===== config.mk =====
export PLATFORM = sky130hd
export DESIGN_NAME = mc_control
export DESIGN_NICKNAME = d
export VERILOG_FILES = /design/src/rtl/mc_control.sv
export SDC_FILE = /design/constraint.sdc
export NUM_CORES = 1
export LEC_CHECK = 0
export BUFFER_PORTS_ARGS = -buffer_cell sky130_fd_sc_hd__buf_2
export CORE_MARGIN = 5
export CORE_UTILIZATION = 34
export DETAILED_ROUTE_END_ITERATION = 8
export PLACE_DENSITY = 0.65
export SLEW_MARGIN = 20
export SYNTH_ARGS = -nofsm -noshare
export SYNTH_HDL_FRONTEND = slang
export SYNTH_SLANG_ARGS = --single-unit

===== constraint.sdc =====
create_clock -name clk -period 3.2 [get_ports clk]
set_clock_uncertainty 0.05 [all_clocks]
set_input_delay 0.64 -clock clk [delete_from_list [all_inputs] [get_ports clk]]
set_output_delay 0.64 -clock clk [all_outputs]
set_load 0.02 [all_outputs]

===== src/rtl/mc_control.sv =====
`default_nettype none
// ============================================================================
// Module   : mc_control
// Purpose  : Multi-cycle Moore control FSM for a 32-bit datapath with a
//            retired-instruction counter and a debug state port.
// Revision : 1.0 - initial release
// ============================================================================
module mc_control (
    input  logic        clk,
    input  logic        reset,
    input  logic [5:0]  Opcode,
    output logic        PCWrite,
    output logic        IorD,
    output logic        MemRead,
    output logic        MemWrite,
    output logic        IRWrite,
    output logic        MemtoReg,
    output logic        ALUSrcA,
    output logic        RegWrite,
    output logic        BranchType,
    output logic        LUI,
    output logic [1:0]  PCSource,
    output logic [1:0]  ALUSrcB,
    output logic [3:0]  ALUOp,
    output logic [3:0]  State,
    output logic        Halted,
    output logic [15:0] InstrCount
);

    typedef enum logic [3:0] {
        S_FETCH  = 4'd0,
        S_DECODE = 4'd1,
        S_EXEC   = 4'd2,
        S_MEMRD  = 4'd3,
        S_MEMWR  = 4'd4,
        S_WB     = 4'd5,
        S_BRANCH = 4'd6,
        S_JUMP   = 4'd7,
        S_HALT   = 4'd8
    } state_t;

    localparam logic [5:0] c_OP_NOP  = 6'h00;
    localparam logic [5:0] c_OP_ADD  = 6'h01;
    localparam logic [5:0] c_OP_SUB  = 6'h02;
    localparam logic [5:0] c_OP_AND  = 6'h03;
    localparam logic [5:0] c_OP_OR   = 6'h04;
    localparam logic [5:0] c_OP_ADDI = 6'h05;
    localparam logic [5:0] c_OP_ORI  = 6'h06;
    localparam logic [5:0] c_OP_LUI  = 6'h07;
    localparam logic [5:0] c_OP_LW   = 6'h08;
    localparam logic [5:0] c_OP_SW   = 6'h09;
    localparam logic [5:0] c_OP_BEQ  = 6'h0A;
    localparam logic [5:0] c_OP_BNE  = 6'h0B;
    localparam logic [5:0] c_OP_J    = 6'h0C;
    localparam logic [5:0] c_OP_HALT = 6'h3F;

    localparam logic [3:0] c_ALU_AND   = 4'b0000;
    localparam logic [3:0] c_ALU_OR    = 4'b0001;
    localparam logic [3:0] c_ALU_ADD   = 4'b0010;
    localparam logic [3:0] c_ALU_SUB   = 4'b0110;
    localparam logic [3:0] c_ALU_PASSA = 4'b1000;

    localparam logic [2:0] c_CLS_NOP  = 3'd0;
    localparam logic [2:0] c_CLS_ALU  = 3'd1;
    localparam logic [2:0] c_CLS_LW   = 3'd2;
    localparam logic [2:0] c_CLS_SW   = 3'd3;
    localparam logic [2:0] c_CLS_BR   = 3'd4;
    localparam logic [2:0] c_CLS_JMP  = 3'd5;
    localparam logic [2:0] c_CLS_HALT = 3'd6;

    // Unlisted opcodes fall into the NOP class.
    function automatic logic [2:0] op_class(input logic [5:0] op);
        case (op)
            c_OP_ADD, c_OP_SUB, c_OP_AND, c_OP_OR,
            c_OP_ADDI, c_OP_ORI, c_OP_LUI: op_class = c_CLS_ALU;
            c_OP_LW:                       op_class = c_CLS_LW;
            c_OP_SW:                       op_class = c_CLS_SW;
            c_OP_BEQ, c_OP_BNE:            op_class = c_CLS_BR;
            c_OP_J:                        op_class = c_CLS_JMP;
            c_OP_HALT:                     op_class = c_CLS_HALT;
            default:                       op_class = c_CLS_NOP;
        endcase
    endfunction

    state_t      r_state;
    logic [5:0]  r_opcode;
    logic [15:0] r_instr_count;
    logic [2:0]  w_dec_cls;

    assign w_dec_cls = op_class(Opcode);

    always_ff @(posedge clk or negedge reset) begin
        if (!reset) begin
            r_state       <= S_FETCH;
            r_opcode      <= c_OP_NOP;
            r_instr_count <= 16'd0;
        end else begin
            case (r_state)
                S_FETCH: r_state <= S_DECODE;
                S_DECODE: begin
                    r_opcode <= Opcode;
                    case (w_dec_cls)
                        c_CLS_ALU:  r_state <= S_EXEC;
                        c_CLS_LW:   r_state <= S_MEMRD;
                        c_CLS_SW:   r_state <= S_MEMWR;
                        c_CLS_BR:   r_state <= S_BRANCH;
                        c_CLS_JMP:  r_state <= S_JUMP;
                        c_CLS_HALT: r_state <= S_HALT;
                        default: begin
                            r_state       <= S_FETCH;
                            r_instr_count <= r_instr_count + 16'd1;
                        end
                    endcase
                end
                S_EXEC, S_MEMRD: r_state <= S_WB;
                // Final state of every non-NOP instruction: retire it.
                S_WB, S_MEMWR, S_BRANCH, S_JUMP: begin
                    r_state       <= S_FETCH;
                    r_instr_count <= r_instr_count + 16'd1;
                end
                S_HALT:  r_state <= S_HALT;
                default: r_state <= S_FETCH;
            endcase
        end
    end

    // Decoded from registers only; reset gates everything low asynchronously.
    always_comb begin
        PCWrite    = 1'b0;
        IorD       = 1'b0;
        MemRead    = 1'b0;
        MemWrite   = 1'b0;
        IRWrite    = 1'b0;
        MemtoReg   = 1'b0;
        ALUSrcA    = 1'b0;
        RegWrite   = 1'b0;
        BranchType = 1'b0;
        LUI        = 1'b0;
        PCSource   = 2'b00;
        ALUSrcB    = 2'b00;
        ALUOp      = c_ALU_AND;
        Halted     = 1'b0;
        if (reset) begin
            case (r_state)
                S_FETCH: begin
                    MemRead = 1'b1;
                    IRWrite = 1'b1;
                    ALUSrcB = 2'b01;
                    ALUOp   = c_ALU_ADD;
                    PCWrite = 1'b1;
                end
                S_EXEC: begin
                    ALUSrcA = 1'b1;
                    case (r_opcode)
                        c_OP_SUB:  ALUOp = c_ALU_SUB;
                        c_OP_AND:  ALUOp = c_ALU_AND;
                        c_OP_OR:   ALUOp = c_ALU_OR;
                        c_OP_ADDI: begin
                            ALUSrcB = 2'b10;
                            ALUOp   = c_ALU_ADD;
                        end
                        c_OP_ORI, c_OP_LUI: begin
                            ALUSrcB = 2'b11;
                            ALUOp   = c_ALU_OR;
                        end
                        default:   ALUOp = c_ALU_ADD;
                    endcase
                end
                S_MEMWR: MemWrite = 1'b1;
                S_WB: begin
                    RegWrite = 1'b1;
                    MemtoReg = (r_opcode == c_OP_LW);
                    LUI      = (r_opcode == c_OP_LUI);
                end
                S_BRANCH: begin
                    PCWrite    = 1'b1;
                    ALUOp      = c_ALU_PASSA;
                    BranchType = (r_opcode == c_OP_BNE);
                end
                S_JUMP: begin
                    PCWrite  = 1'b1;
                    PCSource = 2'b10;
                end
                S_HALT:  Halted = 1'b1;
                default: ;
            endcase
        end
    end

    assign State      = r_state;
    assign InstrCount = r_instr_count;

endmodule
`default_nettype wire


==> out/qor.csv <==
stage,metric,value,unit
clocking,H-tree depth,1,
grt,largest net degree at the start of global routing,30,
grt,All-Layer GR Usage,12.1,%
critical_path,CP Max Fanout,10,
clocking,CTS tree,built,
grt,vias in the first global route,1156,
power_and_ir_drop,Leak Pwr,0.804,nW
timing,max_slew headroom,60.0,%
clocking,CTS Sinks,26,
routing,routed vias,1230,
synth,Post-synth EDFFs,0,
routing,final WL,3.35,mm
critical_path,worst r2r src,State[2]$_DFF_PN0_,
grt,final global-route overflow total,0,
run,Max-Cap Viols,0,
routing,First-pass DRT Iterations,4,
routing,via density per instance,5.08,
synth,total number of yosys warnings,0,
grt,M2 GR Usage,19.0,%
clocking,setup bufs post-CTS,0,
grt,Top Usage Layer GRT,met2,
routing,drt drc,0,
timing,worst hold margin,345,ps
power_and_ir_drop,power per cell area,721,nW/um^2
critical_path,r2r endpoint,InstrCount[13]$_DFFE_PN0P_,
critical_path,Crit Path Category,reg2out,
floorplan,die width,75.5,microns
critical_path,Reg2Reg Depth,5,
floorplan,io pins,47,
critical_path,cells along the critical path,or3b_2 -> nor3_1 -> o21bai_1 -> buf_2,
timing,max-slew violation count,0,
synth,Synth area leaders,"dfrtp_1, xnor2_1, xor2_1",
floorplan,Std-Cell Rows,23,
min_path,Hold Crit Class,in2async,
grt,met1 global-route usage,17.2,%
timing,FMAX,389,MHz
clocking,CTS Buf Count,3,
status,outcome,"finished, final reports clean",
synth,Avg Inst Size Synth,9.73,sq um
placed_design,Port Buffer Count,44,
synth,area share of the leading cell type in the synthesized netlist,44.6,%
grt,number of antenna violations at the first check in global routing,0,
critical_path,CP peak stage delay,520,ps
finish,most frequent cells in the layout,"buf_2, dfrtp_1, nor2_1",
placed_design,detailed placer's ending HPWL,2.50,mm
finish,"most common cell after layout, fill and taps aside",buf_2,
floorplan,die height,75.5,microns
timing,clock period minus worst slack,2570,ps
grt,global-route wire length before repair,5.38,mm
routing,Starting DRT DRC Count,107,
critical_path,CP Launch Type,flip-flop,
finish,Layout area overhead,20.3,%
critical_path,R2R Setup Slk,1270,ps
synth,Syn Inst Count,150,
synth,sequential share of the synthesized area,44.6,%
synth,post-synth top area cell,dfrtp_1,
finish,Filler cells,400,
routing,wire length per cell,13.8,microns
critical_path,cell family with most CP delay,simple AND/OR/NAND/NOR gates,
finish,Seq. cell area,651,sq um
finish,multi-input logic area,748,sq um
clocking,root buf cell,clkbuf_8,
power_and_ir_drop,Peak VDD IR,187,uV
timing,Fin Setup TNS,0,ps
clocking,Clock Latency Late Sink,260,ps
synth,Seq cells post-synth,26,
critical_path,Worst path slowest cell,or3b_2,
clocking,hold_buf cts,0,
timing,Final setup viols,0,
critical_path,required time of the critical path,2510,ps
floorplan,die area,5700,sq um
finish,Final #Nets,203,
floorplan,Initial Util,35.7,%
timing,period utilization,80.4,%
clocking,Bufs on Longest Clock Path,2,
synth,Mapped Area,1460,sq um
synth,post-synth cell types,41,
clocking,post-CTS resize count,0,
finish,diode count,0,
clocking,"Reg clk slew, reported paths",80,ps
routing,ANT nets after route,0,
placed_design,gp weighted congestion,0.814,
finish,fraction of final layout cells with drive strength greater than 1,30.7,%
grt,met3 Track Usage GR,2.64,%
floorplan,core area,4090,sq um
timing,final-report hold violation count,0,
synth,ys flop type,dfrtp_1,
critical_path,CP arrival,1880,ps
timing,RSZ-0062 raised after global routing,false,
critical_path,Worst Path Buf+Inv,1,
timing,Worst Tran Pin Value,596,ps
critical_path,CP Capture Type,output pin,
synth,ys async rst share,100,%
[per-layer routing]
| metal | vias to the layer above | part of all wire [%] |
|---|---|---|
| li1 | 612 | - |
| met3 | 2 | 8.4 |
| met5 | - | 0 |
| met4 | 0 | 0.30 |
| met1 | 577 | 48 |
| met2 | 39 | 43 |
[how the worst max path moves through the flow]
stage	slack, ps	to	cells past startpoint	from
6_report	630	ALUSrcB[0]	4	State[0]$_DFF_PN0_
3_5_place_dp	670	ALUSrcB[0]	5	reset
2_1_floorplan	470	ALUSrcB[0]	4	State[1]$_DFF_PN0_
5_1_grt	500	MemtoReg	4	State[2]$_DFF_PN0_
3_3_place_gp	690	ALUSrcB[0]	5	reset
4_1_cts	590	ALUSrcB[0]	4	State[0]$_DFF_PN0_
[kinds of logic (layout without fill, tap and decap cells)]
family          count (synthesis)  after routing  synth area share, %
simple gates                   67             67                 26.1
flops                          26             26                 44.6
compound gates                 19             19                 9.60
xor+xnor                       16             16                 9.60
buf+inv                        14             55                 4.46
mux                             6              6                 4.54
fa+ha+maj                       1              1                0.857
other cells                     1              2                0.257
[synth_stat cells, types with 3 or more instances]
cell,number
nor3_1,10
clkbuf_1,3
buf_4,3
o21ai_0,6
xnor2_1,9
nor3_2,3
nand2_1,10
xor2_1,7
nand4_1,5
mux2_2,4
nand3_1,6
and4_1,3
inv_1,7
and3_1,5
dfrtp_1,26
nor2_1,13
[state kept, by name, summed over array words and instances, names as in the netlist]
| signal | flops |
|---|---|
| State | 4 |
| r_opcode | 6 |
| InstrCount | 16 |
[metrics by stage]
step | cell area, sq um | util, % | setup WS [ps] | instances | total power [W]
floorplan | 1460 | - | 472 | 151 | 0.000928
global placement | 1720 | 42.0 | 691 | 239 | 0.00109
detailed placement | 1720 | 42.0 | 670 | 239 | 0.00110
CTS | 1760 | 43.0 | 593 | 242 | 0.00129
global route | 1760 | 43.0 | 502 | 242 | 0.00136
finish | 1760 | 43.0 | 626 | 242 | 0.00127
[power breakdown]
| part | leakage (nW) | switching (W) | internal, W |
|---|---|---|---|
| Clock | 0.0216 | 0.0000944 | 0.0000841 |
| Combinational | 0.474 | 0.000326 | 0.000212 |
| Sequential | 0.309 | 0.000122 | 0.000428 |
[final cells by class]
cell class              count  share of cell area [%]
clock buffers               3                    2.35
multi-input cells         111                    42.6
inverters                   7                    1.50
repair buffers             45                    13.0
flip-flops and latches     26                    37.0
well taps                  50                    3.56
[worst register-to-register path, delay by kind of cell, from the launching register on]
family,cells,cell delay (ps)
DFF,1,660
xor gates and xnor gates,1,140
and+or+nand+nor,3,520
AOI/OAI and AO/OA,1,440
Power figures use the tool's default switching activity.
